--- src/rtl/phy16_rx_sync_monitor.sv ---
// Receive-side link monitor for a 16-bit 8b10b PHY word interface: comma-based link-sync FSM,
// error/loss statistics, and an optional frame tracker enabled by PHY16_RX_FRAME_STATS_EN.
module phy16_rx_sync_monitor #(
  parameter int unsigned g_acq_commas    = 4,
  parameter int unsigned g_loss_errors   = 4,
  parameter int unsigned g_good_to_clear = 4,
  parameter int unsigned g_cnt_width     = 16
) (
  input  logic                   clk_sys_i,
  input  logic                   rst_n_i,
  input  logic                   enable_i,
  input  logic [15:0]            phy_rx_data_i,
  input  logic [1:0]             phy_rx_k_i,
  input  logic                   phy_rx_enc_err_i,
  input  logic                   cnt_clr_i,
  output logic                   link_up_o,
  output logic [1:0]             sync_state_o,
  output logic [g_cnt_width-1:0] err_cnt_o,
  output logic [g_cnt_width-1:0] los_cnt_o,
  output logic [g_cnt_width-1:0] frame_cnt_o,
  output logic [g_cnt_width-1:0] frame_err_cnt_o,
  output logic [15:0]            frame_len_o
);

  localparam int unsigned AcqW  = $clog2(g_acq_commas + 1);
  localparam int unsigned BadW  = $clog2(g_loss_errors + 1);
  localparam int unsigned GoodW = $clog2(g_good_to_clear + 1);

  typedef enum logic [1:0] {StLos = 2'd0, StAcq = 2'd1, StSync = 2'd2, StResync = 2'd3} state_e;

  state_e           r_state, w_state_nxt;
  logic [AcqW-1:0]  r_acq, w_acq_nxt;
  logic [BadW-1:0]  r_bad_cr, w_bad_cr_nxt;
  logic [GoodW-1:0] r_good, w_good_nxt;
  logic [g_cnt_width-1:0] r_err_cnt, r_los_cnt;
  logic w_idle, w_bad, w_link_up, w_link_up_nxt;

  function automatic logic valid_k(input logic [7:0] b);
    return (b == 8'hBC) || (b == 8'hF7) || (b == 8'hFB) || (b == 8'hFD) || (b == 8'hFE);
  endfunction

  function automatic logic [g_cnt_width-1:0] sat_add(input logic [g_cnt_width-1:0] a,
                                                    input logic [1:0] inc);
    logic [g_cnt_width:0] s;
    s = {1'b0, a} + {{(g_cnt_width-1){1'b0}}, inc};
    return s[g_cnt_width] ? '1 : s[g_cnt_width-1:0];
  endfunction

  assign w_idle = (phy_rx_k_i == 2'b10) && (phy_rx_data_i[15:8] == 8'hBC) &&
                  ((phy_rx_data_i[7:0] == 8'h50) || (phy_rx_data_i[7:0] == 8'hC5)) &&
                  !phy_rx_enc_err_i;
  assign w_bad  = phy_rx_enc_err_i ||
                  (phy_rx_k_i[0] && (phy_rx_data_i[7:0] == 8'hBC)) ||
                  (phy_rx_k_i[1] && !valid_k(phy_rx_data_i[15:8])) ||
                  (phy_rx_k_i[0] && !valid_k(phy_rx_data_i[7:0]));

  assign w_link_up     = (r_state == StSync) || (r_state == StResync);
  assign w_link_up_nxt = (w_state_nxt == StSync) || (w_state_nxt == StResync);

  always_comb begin
    w_state_nxt  = r_state;
    w_acq_nxt    = r_acq;
    w_bad_cr_nxt = r_bad_cr;
    w_good_nxt   = r_good;
    unique case (r_state)
      StLos: begin
        if (w_idle) begin
          w_acq_nxt   = AcqW'(1);
          w_state_nxt = (g_acq_commas == 1) ? StSync : StAcq;
        end
      end
      StAcq: begin
        if (w_bad) begin
          w_state_nxt = StLos;
          w_acq_nxt   = '0;
        end else if (w_idle) begin
          w_acq_nxt = r_acq + AcqW'(1);
          if (32'(r_acq) + 32'd1 >= g_acq_commas) w_state_nxt = StSync;
        end
      end
      StSync: begin
        if (w_bad) begin
          w_state_nxt  = StResync;
          w_bad_cr_nxt = BadW'(1);
          w_good_nxt   = '0;
        end
      end
      StResync: begin
        if (w_bad) begin
          w_bad_cr_nxt = r_bad_cr + BadW'(1);
          w_good_nxt   = '0;
          if (32'(r_bad_cr) + 32'd1 >= g_loss_errors) w_state_nxt = StLos;
        end else if (32'(r_good) + 32'd1 >= g_good_to_clear) begin
          w_good_nxt   = '0;
          w_bad_cr_nxt = r_bad_cr - BadW'(1);
          if (r_bad_cr == BadW'(1)) w_state_nxt = StSync;
        end else begin
          w_good_nxt = r_good + GoodW'(1);
        end
      end
      default: w_state_nxt = StLos;
    endcase
    if (!enable_i) w_state_nxt = StLos;
    // Scratch counters restart from zero on every fresh acquisition.
    if (w_state_nxt == StLos) begin
      w_acq_nxt    = '0;
      w_bad_cr_nxt = '0;
      w_good_nxt   = '0;
    end
  end

  always_ff @(posedge clk_sys_i or negedge rst_n_i) begin
    if (!rst_n_i) begin
      r_state   <= StLos;
      r_acq     <= '0;
      r_bad_cr  <= '0;
      r_good    <= '0;
      r_err_cnt <= '0;
      r_los_cnt <= '0;
    end else begin
      r_state  <= w_state_nxt;
      r_acq    <= w_acq_nxt;
      r_bad_cr <= w_bad_cr_nxt;
      r_good   <= w_good_nxt;
      if (cnt_clr_i) begin
        r_err_cnt <= '0;
        r_los_cnt <= '0;
      end else begin
        if (enable_i && w_bad && w_link_up) r_err_cnt <= sat_add(r_err_cnt, 2'd1);
        if (w_link_up && !w_link_up_nxt)    r_los_cnt <= sat_add(r_los_cnt, 2'd1);
      end
    end
  end

  assign link_up_o    = w_link_up;
  assign sync_state_o = r_state;
  assign err_cnt_o    = r_err_cnt;
  assign los_cnt_o    = r_los_cnt;

`ifdef PHY16_RX_FRAME_STATS_EN
  logic                   r_in_frame, w_in_frame_nxt;
  logic [15:0]            r_len, w_len_nxt, r_frame_len, w_frame_len_nxt;
  logic [g_cnt_width-1:0] r_frame_cnt, r_frame_err_cnt;
  logic                   w_good_inc;
  logic [1:0]             w_err_inc;

  // Bytes are walked high then low so two events in one word resolve in time order.
  always_comb begin
    logic [7:0] b;
    w_in_frame_nxt  = r_in_frame;
    w_len_nxt       = r_len;
    w_frame_len_nxt = r_frame_len;
    w_good_inc      = 1'b0;
    w_err_inc       = 2'd0;
    b               = 8'h00;
    if (w_link_up) begin
      if (w_bad) begin
        if (w_in_frame_nxt) w_err_inc = w_err_inc + 2'd1;
        w_in_frame_nxt = 1'b0;
      end else begin
        for (int i = 1; i >= 0; i--) begin
          b = phy_rx_data_i[i*8 +: 8];
          if (phy_rx_k_i[i]) begin
            if (b == 8'hFB) begin
              if (w_in_frame_nxt) w_err_inc = w_err_inc + 2'd1;
              w_in_frame_nxt = 1'b1;
              w_len_nxt      = '0;
            end else if (b == 8'hFD) begin
              if (w_in_frame_nxt) begin
                w_good_inc      = 1'b1;
                w_frame_len_nxt = w_len_nxt;
              end
              w_in_frame_nxt = 1'b0;
            end else if ((b == 8'hFE) || (b == 8'hBC)) begin
              if (w_in_frame_nxt) w_err_inc = w_err_inc + 2'd1;
              w_in_frame_nxt = 1'b0;
            end
          end else if (w_in_frame_nxt && (w_len_nxt != 16'hFFFF)) begin
            w_len_nxt = w_len_nxt + 16'd1;
          end
        end
      end
      if (w_in_frame_nxt && !w_link_up_nxt) begin
        w_err_inc      = w_err_inc + 2'd1;
        w_in_frame_nxt = 1'b0;
      end
    end else begin
      w_in_frame_nxt = 1'b0;
    end
  end

  always_ff @(posedge clk_sys_i or negedge rst_n_i) begin
    if (!rst_n_i) begin
      r_in_frame      <= 1'b0;
      r_len           <= '0;
      r_frame_len     <= '0;
      r_frame_cnt     <= '0;
      r_frame_err_cnt <= '0;
    end else begin
      r_in_frame <= w_in_frame_nxt;
      r_len      <= w_len_nxt;
      if (cnt_clr_i) begin
        r_frame_len     <= '0;
        r_frame_cnt     <= '0;
        r_frame_err_cnt <= '0;
      end else begin
        r_frame_len     <= w_frame_len_nxt;
        r_frame_cnt     <= sat_add(r_frame_cnt, {1'b0, w_good_inc});
        r_frame_err_cnt <= sat_add(r_frame_err_cnt, w_err_inc);
      end
    end
  end

  assign frame_cnt_o     = r_frame_cnt;
  assign frame_err_cnt_o = r_frame_err_cnt;
  assign frame_len_o     = r_frame_len;
`else
  assign frame_cnt_o     = '0;
  assign frame_err_cnt_o = '0;
  assign frame_len_o     = '0;
`endif

endmodule

--- config.mk ---
export PLATFORM = sky130hd
export DESIGN_NAME = phy16_rx_sync_monitor
export DESIGN_NICKNAME = d
export VERILOG_FILES = /design/src/rtl/phy16_rx_sync_monitor.sv
export SDC_FILE = /design/constraint.sdc
export NUM_CORES = 1
export LEC_CHECK = 0
export ABC_CLOCK_PERIOD_IN_PS = 3200
export CORE_MARGIN = 8
export CORE_UTILIZATION = 40
export CTS_BUF_LIST = sky130_fd_sc_hd__clkbuf_4 sky130_fd_sc_hd__clkbuf_8
export DETAILED_ROUTE_END_ITERATION = 7
export PLACE_DENSITY = 0.76
export SYNTH_ARGS = -nofsm -noshare
export SYNTH_HDL_FRONTEND = slang
export SYNTH_SLANG_ARGS = --single-unit
export TNS_END_PERCENT = 20
--- constraint.sdc ---
create_clock -name clk_sys_i -period 3.2 [get_ports clk_sys_i]
set_input_delay 0.64 -clock clk_sys_i [delete_from_list [all_inputs] [get_ports clk_sys_i]]
set_output_delay 0.64 -clock clk_sys_i [all_outputs]
set_load 0.05 [all_outputs]
==> summary.md <==
| Metric | Value |
|---|---|
| Status | complete, no violations |
| Max Slew Vio Count | 0 |
| Comb pwr share | 0.162 |
| Sequential group share of total power | 0.431 |
| Final Hold Viols | 0 |
| Grt total ovfl | 0 |
| Met1 Resource Use GR | 0.168 |
| Post-synth EDFFs | 0 |
| DRC errors left | 0 |
| Pin count of the biggest net entering global routing | 44 |
| Switching pwr | ~0.00036 W |
| Post-cts resize count | 0 |
| Top area cells in the synthesized netlist | dfrtp_1 35%, buf_4 12%, nand2_1 4.8% |
| Drt via density | between 5 and 6 |
| Cts hold-fix bufs | 0 |
| Xor/xnor share of the synthesized area | 0.00565 |
| Yosys top cell area share | 0.347 |
| CP Launch Type | primary input |
| Vert. Die Dim | 104 um |
| CTS tree | done |
| Post-synth top cells | 48 x buf_4, 43 x dfrtp_1, 40 x nand2_1, 38 x nor2_1, 21 x nor3_1 |
| Final nets | 466 |
| Slew headroom | 0.356 |
| Final HPWL DP | ~6000 um |
| Via count | ~2900 |
| Final wirelength | 8030 um |
| Internal | ~0.00090 W |
| Mapped Cells | about 380 |
| Mux contribution to synthesized area | 0.0258 |
| Core area | between 7000 and 8000 um^2 |
| Worst-skew pair later-pin latency | 0.29 ns |
| CTS Buffer Depth | 2 |
| RR Endpoint | los_cnt_o[5] |
| Synth-to-Final Area Change | 21.6% |
| Die area | ~11000 um^2 |
| Switch share | 0.286 |
| 1st-iter DRT viols | 169 |
| Most frequent cell after synthesis | buf_4 |
| Final antenna-violating net count | 0 |
| CP Max Fanout | 9 |
| Hold Path Class | primary input to async pin |
| Post-synthesis area per instance | 8.22 um^2 |
| CP Capture Type | flop |
| Fillers | approximately 730 |
| Fmax | ~350 MHz |
| GR peak layer | met2 |
| Width of the die | approximately 100 um |
| Peak VDD IR | between 150 and 200 uV |
| GR Util met3 | 0.0397 |
| First-pass detailed-route iteration total | 5 |
| Area of the multi-input gates | between 1500 and 2000 um^2 |
| Final period utilization | 0.892 |
| WP data arrival | approximately 3 ns |
| GPL Wtd Cong | 0.823 |
| Reg-to-reg slack, setup | roughly 0.76 ns |
| Mapped Area | between 3000 and 4000 um^2 |
| CTS root buf | clkbuf_8 |
| Sequential area share after synthesis | 0.347 |
| Inserted Clock Buffers | 5 |
| Synth Area in Compound Gates | 0.159 |
| Gr usage total | 0.146 |
| Inserted Diodes | 0 |
| Drt wl/cell | around 15 um |
| Postcts setup bufs | 0 |
| Hold WS | ~0.5 ns |
| Synth area leader | dfrtp_1 |
| Worst-margin pin slew | 0.966 ns |
| Adder-cell share of the synthesized area | 0.0282 |
| Largest family of logic cells by synthesized area | simple AND/OR/NAND/NOR gates |
| GR Util met2 | 0.255 |
| Post-route clock skew | ~0.0078 ns |
| Ports | approximately 110 |
| # rows | 32 |
| Setup CP Type | primary input to flop |
| Power per cell area | 335 nW/um^2 |
| First-pass GRT wire length | roughly 14000 um |
| Reg2reg start | sync_state_o[0] |
| Share of cells above drive strength 1 | 0.0686 |
| Synth unique cells | 50 |
| Initial antenna violation count | 0 |
| Number of max-cap violations | 0 |
| Initial Util | 0.408 |
| Simple-gate portion of the synthesized area | 0.285 |
| Async SR Flop Fraction | 1.00 |
| RSZ-0062 raised after global routing | false |
| PortBufs | 57 |
| #FFs+latches synth | between 40 and 50 |
| Final setup fails | 0 |
| Setup TNS | 0 ns |
| Clock power frac | 0.407 |
| Worst EP required | between 3 and 4 ns |
| Vias in the first global route | roughly 2900 |
| Static Leak | roughly 1.5 nW |
| Clock transition at path regs | 0.09 ns |
| Worst r2r path cells | 8 |
| Synthesis warning total | 0 |
| Clock sinks | 43 |
| Crit path time final | about 2.9 ns |
| Register area | ~1100 um^2 |
| CTS H-tree depth | 2 |
| Commonest register cell after synthesis | dfrtp_1 |
placed cells by master (no fill, tap or decap), types with 2 or more instances in the layout:
| cell type | instances |
|---|---|
| nor4_1 | 6 |
| a21boi_0 | 3 |
| nor3_1 | 21 |
| nand4b_1 | 4 |
| xnor2_1 | 2 |
| dfrtp_1 | 43 |
| inv_1 | 11 |
| a21oi_1 | 17 |
| a311oi_1 | 5 |
| nor3b_1 | 2 |
| buf_4 | 11 |
| o21ai_0 | 11 |
| a31oi_1 | 12 |
| or4_1 | 2 |
| nor2_1 | 38 |
| clkdlybuf4s50_1 | 56 |
| bufinv_16 | 2 |
| mux2i_1 | 8 |
| a211oi_1 | 9 |
| nor2b_1 | 4 |
| and3_1 | 6 |
| nand3_1 | 17 |
| nand4_1 | 8 |
| a41oi_1 | 4 |
| ha_1 | 7 |
| o211ai_1 | 4 |
| clkbuf_8 | 5 |
| conb_1 | 48 |
| nor4b_1 | 3 |
| nand2_1 | 40 |
| and4_1 | 2 |
| and2_1 | 5 |
power by group through the flow:
| stage | Combinational (W) | Sequential, W | Clock (W) |
|---|---|---|---|
| 6_report | 0.000205 | 0.000545 | 0.000514 |
| 5_1_grt | 0.000217 | 0.000545 | 0.000541 |
| 4_1_cts | 0.000204 | 0.000545 | 0.000521 |
| 3_5_place_dp | 0.000203 | 0.000556 | 0 |
| 3_3_place_gp | 0.000202 | 0.000556 | 0 |
| 2_1_floorplan | 0.000195 | 0.000556 | 0 |
state kept, by name (all words and copies together) (netlist names):
signal / flops
los_cnt_o: 16
err_cnt_o: 16
r_bad_cr: 3
r_good: 3
r_acq: 3
sync_state_o: 2
cell type report:
type | instances | share of cell area
clock buffers | 6 | 0.0202
clock inverters | 2 | 0.0159
inverters | 11 | 0.0109
multi-input cells | 307 | 0.462
flip-flops and latches | 43 | 0.285
well taps | 102 | 0.0338
repair buffers | 68 | 0.172
critical path, cell delays in order:
cell and delay, ns:
clkdlybuf4s50_1 0.43, or4b_4 0.54, or2_4 0.27, or4_1 0.50, o21ai_1 0.11, or3_2 0.16
nand4_4 0.19, a31oi_1 0.22
cell families (layout without fill, tap and decap cells):
group	Yosys count	in the layout
flip-flops	43	43
other	1	48
buffers and inverters	74	87
XOR/XNOR	2	2
AND/OR/NAND/NOR	168	168
AO/OA/AOI/OAI	74	74
multiplexers	8	8
adder cells (fa/ha/maj)	7	7
per-layer routing:
layer / vias up / share of wire / wire, um
met5: - / 0 / 0
met4: 0 / 0.010 / 80
met3: 4 / 0.057 / 457
met2: 102 / 0.51 / 4060
met1: 1408 / 0.43 / 3430
li1: 1391 / - / -
metrics by stage:
| stage | instances | setup WS (ns) | total power (W) | util | cell area, um^2 |
|---|---|---|---|---|---|
| after CTS | 539 | 0.356 | 0.00127 | 0.496 | 3770 |
| after floorplan | 424 | 0.651 | 0.000751 | - | 3280 |
| after detailed placement | 531 | 0.0371 | 0.000759 | 0.478 | 3630 |
| final | 539 | 0.345 | 0.00126 | 0.496 | 3770 |
| after global routing | 539 | 0.245 | 0.00130 | 0.496 | 3770 |
| after global placement | 531 | 0.106 | 0.000757 | 0.478 | 3630 |
worst max path at each step:
stage,cells after the start,from,to
2_1_floorplan,7,phy_rx_data_i[9],r_acq[0]
3_3_place_gp,8,phy_rx_data_i[9],r_acq[0]
3_5_place_dp,8,phy_rx_data_i[9],r_acq[0]
4_1_cts,8,phy_rx_data_i[9],r_acq[0]
5_1_grt,8,phy_rx_data_i[9],r_bad_cr[2]
6_report,8,phy_rx_data_i[9],r_bad_cr[2]
(Power assumes the default switching activity.)
